$ cat config.mk
export PLATFORM = sky130hd
export DESIGN_NAME = alu_cmd_sequencer
export DESIGN_NICKNAME = d
export VERILOG_FILES = /design/src/rtl/alu_cmd_sequencer.sv
export SDC_FILE = /design/constraint.sdc
export NUM_CORES = 1
export LEC_CHECK = 0
export BUFFER_PORTS_ARGS = -buffer_cell sky130_fd_sc_hd__buf_2
export CORE_UTILIZATION = 42
export DETAILED_ROUTE_END_ITERATION = 7
export PLACE_DENSITY = 0.66
export SETUP_SLACK_MARGIN = 0.02
export SLEW_MARGIN = 20
export SYNTH_ARGS = -nofsm -noshare
export SYNTH_HDL_FRONTEND = slang
export SYNTH_SLANG_ARGS = --single-unit
$ cat constraint.sdc
create_clock -name clk -period 2.7 [get_ports clk]
set_input_delay 0.675 -clock clk [delete_from_list [all_inputs] [get_ports clk]]
set_output_delay 0.675 -clock clk [all_outputs]
set_load 0.02 [all_outputs]
$ cat src/rtl/alu_cmd_sequencer.sv
// alu_cmd_sequencer
//
// Sequential front-end for the shared combinational 3-bit ALU (ADD/SUB/SHL with CF/SF/ZF).
// A command is accepted over a valid/ready handshake and issued to the ALU. The result and
// flags are captured and returned over a second valid/ready handshake. The MUL command is
// built from repeated ALU additions: the accumulator is added to A once per step, B times.
//
// Optional build macro:
//   ALU_SEQ_B2B_EN - when defined, cmd_ready follows res_ready in DONE, so a result can be
//                    retired and a new command accepted in the same cycle (no idle bubble).
//
// Ports:
//   clk, rst_n                      clock, asynchronous active-low reset
//   cmd_valid/cmd_ready             command handshake
//   cmd_op, cmd_a, cmd_b            00 ADD, 01 SUB, 10 SHL, 11 MUL; operands
//   alu_a, alu_b, alu_op            drive to the ALU (op 11 = ALU idle)
//   alu_r, alu_cf, alu_sf, alu_zf   combinational ALU result and flags
//   res_valid/res_ready             result handshake
//   res_r, res_cf, res_sf, res_zf   registered result and flags

module alu_cmd_sequencer #(
    parameter int unsigned W  = 3,
    parameter int unsigned CW = 3
) (
    input  logic         clk,
    input  logic         rst_n,
    input  logic         cmd_valid,
    output logic         cmd_ready,
    input  logic [1:0]   cmd_op,
    input  logic [W-1:0] cmd_a,
    input  logic [W-1:0] cmd_b,
    output logic [W-1:0] alu_a,
    output logic [W-1:0] alu_b,
    output logic [1:0]   alu_op,
    input  logic [W-1:0] alu_r,
    input  logic         alu_cf,
    input  logic         alu_sf,
    input  logic         alu_zf,
    output logic         res_valid,
    input  logic         res_ready,
    output logic [W-1:0] res_r,
    output logic         res_cf,
    output logic         res_sf,
    output logic         res_zf
);

    localparam logic [1:0] OpAdd  = 2'b00;
    localparam logic [1:0] OpMul  = 2'b11;
    localparam logic [1:0] OpIdle = 2'b11;

    typedef enum logic [1:0] {
        StIdle,
        StExec,
        StMulLoop,
        StDone
    } state_e;

    state_e          state_q, state_d;
    logic [1:0]      op_q, op_d;
    logic [W-1:0]    a_q, a_d;
    logic [W-1:0]    b_q, b_d;
    logic [W-1:0]    acc_q, acc_d;
    logic [CW-1:0]   cnt_q, cnt_d;
    logic            cf_sticky_q, cf_sticky_d;
    logic [W-1:0]    res_r_q, res_r_d;
    logic            res_cf_q, res_cf_d;
    logic            res_sf_q, res_sf_d;
    logic            res_zf_q, res_zf_d;

    logic            cmd_fire;

    assign cmd_fire = cmd_valid & cmd_ready;

    // State register
    always_ff @(posedge clk or negedge rst_n) begin
        if (!rst_n) begin
            state_q     <= StIdle;
            op_q        <= '0;
            a_q         <= '0;
            b_q         <= '0;
            acc_q       <= '0;
            cnt_q       <= '0;
            cf_sticky_q <= 1'b0;
            res_r_q     <= '0;
            res_cf_q    <= 1'b0;
            res_sf_q    <= 1'b0;
            res_zf_q    <= 1'b0;
        end else begin
            state_q     <= state_d;
            op_q        <= op_d;
            a_q         <= a_d;
            b_q         <= b_d;
            acc_q       <= acc_d;
            cnt_q       <= cnt_d;
            cf_sticky_q <= cf_sticky_d;
            res_r_q     <= res_r_d;
            res_cf_q    <= res_cf_d;
            res_sf_q    <= res_sf_d;
            res_zf_q    <= res_zf_d;
        end
    end

    // Next-state logic
    always_comb begin
        state_d     = state_q;
        op_d        = op_q;
        a_d         = a_q;
        b_d         = b_q;
        acc_d       = acc_q;
        cnt_d       = cnt_q;
        cf_sticky_d = cf_sticky_q;
        res_r_d     = res_r_q;
        res_cf_d    = res_cf_q;
        res_sf_d    = res_sf_q;
        res_zf_d    = res_zf_q;

        unique case (state_q)
            StIdle: begin
                // Command acceptance is handled below, shared with DONE.
            end
            StExec: begin
                res_r_d  = alu_r;
                res_cf_d = alu_cf;
                res_sf_d = alu_sf;
                res_zf_d = alu_zf;
                state_d  = StDone;
            end
            StMulLoop: begin
                acc_d       = alu_r;
                cf_sticky_d = cf_sticky_q | alu_cf;
                cnt_d       = cnt_q - CW'(1);
                if (cnt_q == CW'(1)) begin
                    // Any carry along the way means the product overflowed W bits.
                    res_r_d  = alu_r;
                    res_cf_d = cf_sticky_q | alu_cf;
                    res_sf_d = alu_r[W-1];
                    res_zf_d = (alu_r == '0);
                    state_d  = StDone;
                end
            end
            StDone: begin
                if (res_ready) begin
                    state_d = StIdle;
                end
            end
            default: state_d = StIdle;
        endcase

        // cmd_ready is only high in IDLE, or in DONE with res_ready when back-to-back is
        // enabled, so a fire here always overrides the DONE -> IDLE transition cleanly.
        if (cmd_fire) begin
            op_d = cmd_op;
            a_d  = cmd_a;
            b_d  = cmd_b;
            if (cmd_op != OpMul) begin
                state_d = StExec;
            end else if (cmd_b != '0) begin
                acc_d       = '0;
                cnt_d       = CW'(cmd_b);
                cf_sticky_d = 1'b0;
                state_d     = StMulLoop;
            end else begin
                res_r_d  = '0;
                res_cf_d = 1'b0;
                res_sf_d = 1'b0;
                res_zf_d = 1'b1;
                state_d  = StDone;
            end
        end
    end

    // Output logic
    always_comb begin
        cmd_ready = 1'b0;
        res_valid = 1'b0;
        alu_a     = '0;
        alu_b     = '0;
        alu_op    = OpIdle;

        unique case (state_q)
            StIdle: begin
                cmd_ready = 1'b1;
            end
            StExec: begin
                alu_a  = a_q;
                alu_b  = b_q;
                alu_op = op_q;
            end
            StMulLoop: begin
                alu_a  = acc_q;
                alu_b  = a_q;
                alu_op = OpAdd;
            end
            StDone: begin
                res_valid = 1'b1;
`ifdef ALU_SEQ_B2B_EN
                cmd_ready = res_ready;
`else
                cmd_ready = 1'b0;
`endif
            end
            default: begin
                cmd_ready = 1'b0;
            end
        endcase
    end

    assign res_r  = res_r_q;
    assign res_cf = res_cf_q;
    assign res_sf = res_sf_q;
    assign res_zf = res_zf_q;

endmodule

==> reports/metrics.yaml <==
cp_data_required_time_ps: 2030
r2r_cells: 6
drc: 0
max-cap-violations: 0
htreeDepth: 1
critPathMaxFanout: 15
ios: 34
insertion_delay_ps: 310
top_usage_layer: "met2"
setup_viol: 0
cts_resized: 0
post_cts_buffers: 0
die_w_um: 56.3
crit_chain: "inv_1 > ha_1 > a22oi_1 > nor2b_1 > buf_2"
grt_pass1_vias: 1050
slowest_delay_ps: 470
grt_use_total_pct: 19.6
worst_setup_path_start_kind: "flop"
hold_class: "in -> async"
fin_setup_tns_ps: 0
area_growth_syn_to_layout_pct: 17.0
diodes: 0
period_minus_slack_ps: 2460
core_area_um2: 2780
worstMarginPinSlew_ps: 519
grt_pass1_wl_um: 4910
root_buffer: "clkbuf_4"
grt_overflow: 0
syn_area_um2: 1240
postRouteAntennaNets: 0
synth.distinct_cells: 33
yosys_warnings: 0
fmax_mhz: 407
synth_cells: 131
status: "complete, no violations"
rsz0062_at_grt: "no"
wl_per_cell_um: 14.8
mostFrequentLayoutCells: "nand2_1 (33), buf_2 (33), dfrtp_1 (23), a22oi_1 (11), nor2_1 (10)"
cellLeakagePower_nw: 0.748
drive_above_1_share_pct: 25.8
avgViaCountPerCell: 5.34
grt_max_degree: 24
async_flop_share_pct: 100
yosysTopAreaCell: "dfrtp_1"
fin_skew_ps: 5.64
synthTopCellsByArea: "dfrtp_1 (46%), nand2_1 (10%), a22oi_1 (6.7%), ha_1 (6.1%), nor2_1 (3.0%)"
synth-main-ff-cell: "dfrtp_1"
vias: 1035
holdBufCountCts: 0
ir_drop_uv: 725
initial_utilization_pct: 44.6
use_met1_pct: 26.7
die_y_um: 56.3
die_area_um2: 3170
firstDrtPassIters: 4
synth.avg_cell_area_um2: 9.47
slew_headroom_pct: 65.4
antenna_found_initial: 0
worst_hold_slack_ps: 313
final_nets: 188
routed_wl_um: 2880
seq_area_frac_synth_pct: 46.4
grt.met2_usage_pct: 34.0
rows: 19
power_mw: 1.74
use_met3_pct: 2.07
hold_viol: 0
worstPathArrival_ps: 1780
clk_pin_slew_ps: 130
clk_path_buf_depth: 2
end_kind: "output port"
cts_made_buffers: 3
post-route-util_pct: 52.1
path_class: "reg -> out"
gp_congestion: 0.787
dp_hpwl_um: 2130
synth_top_area_share_pct: 46.4
io_buffers: 33
drt_iter0_drc: 39
synth_edf_count: 0
crit_slowest_cell: "ha_1"
ys_seq_elements: 23
cts_tree: "built"
synth_fp_nets: 155
cts_num_sinks: 23
n_fill_cell: 275
slew_violations: 0
power_density_nw_per_um2: 1200
fin_crit_sh_pct: 91.1
-- power by group --
group | switching, mW | leakage (nW) | internal, mW
Sequential | 0.0988 | 0.284 | 0.495
Clock | 0.107 | 0.0177 | 0.0553
Combinational | 0.580 | 0.445 | 0.400
Total | 0.786 | 0.748 | 0.950
-- cell usage after synthesis, types with 2 or more instances --
library cell / instances
nand2_1: 33
dfrtp_1: 23
a22oi_1: 11
nor2_1: 10
ha_1: 6
nor2b_1: 6
o21ai_0: 5
inv_1: 4
clkbuf_1: 3
mux2i_1: 3
nand2b_1: 3
a21oi_1: 2
buf_2: 2
-- stage by stage --
stage               std cells  setup slack (ps)  area [µm²]
floorplan                 131               562        1240
detailed placement        190               593        1420
CTS                       194               225        1450
global route              194              91.4        1450
global placement          190               637        1420
finish                    194               240        1450
-- area by class of cell --
type                            instances  area (µm²)  area share, %
Multi-Input combinational cell         98         621           42.8
Sequential cell                        23         576           39.7
Timing Repair Buffer                   34         173           11.9
Tap cell                               31        38.8           2.67
Clock buffer                            3        22.5           1.55
Inverter                                4        15.0           1.04
Clock inverter                          1        5.00          0.345
-- path summary, 6_finish.rpt --
path | end | startpoint | slack [ps]
max | alu_a[2] | state_q[1] | 240
min | res_sf | rst_n | 310
max reg2reg | cnt_q[2] | state_q[0] | 780
min reg2reg | op_q[0] | op_q[0] | 500
max in group asynchronous | acc_q[1] | rst_n | 2040
min in group clk | op_q[0] | op_q[0] | 500
-- sequential cells by signal (all words and copies together) (netlist names) --
name         flops
a_q              3
res_r            3
res_sf           1
state_q          2
cnt_q            3
b_q              3
res_zf           1
res_cf           1
acc_q            3
op_q             2
cf_sticky_q      1
-- layer usage --
layer  up-vias  routed length (µm)
met5         -                   0
met4         0                  13
met3         2                  97
met2        24                1420
met1       494                1340
li1        515                   -
-- cell families after synthesis --
family / Yosys count / share of synthesized area, %
XOR/XNOR: 2 / 1.41
buffers and inverters: 10 / 3.53
multiplexers: 4 / 3.33
adder cells (fa/ha/maj): 6 / 6.05
flip-flops: 23 / 46.4
AO/OA/AOI/OAI: 29 / 17.3
AND/OR/NAND/NOR: 57 / 22.0
-- critical path, delay by kind of cell (launching register included) --
kind | cells | cell delay (ps)
DFF | 1 | 440
and+or+nand+nor | 1 | 130
adders and majority gates | 1 | 470
buffers and inverters | 2 | 260
AOI/OAI and AO/OA | 1 | 170
Note: power is estimated with default switching activity, not from simulation.
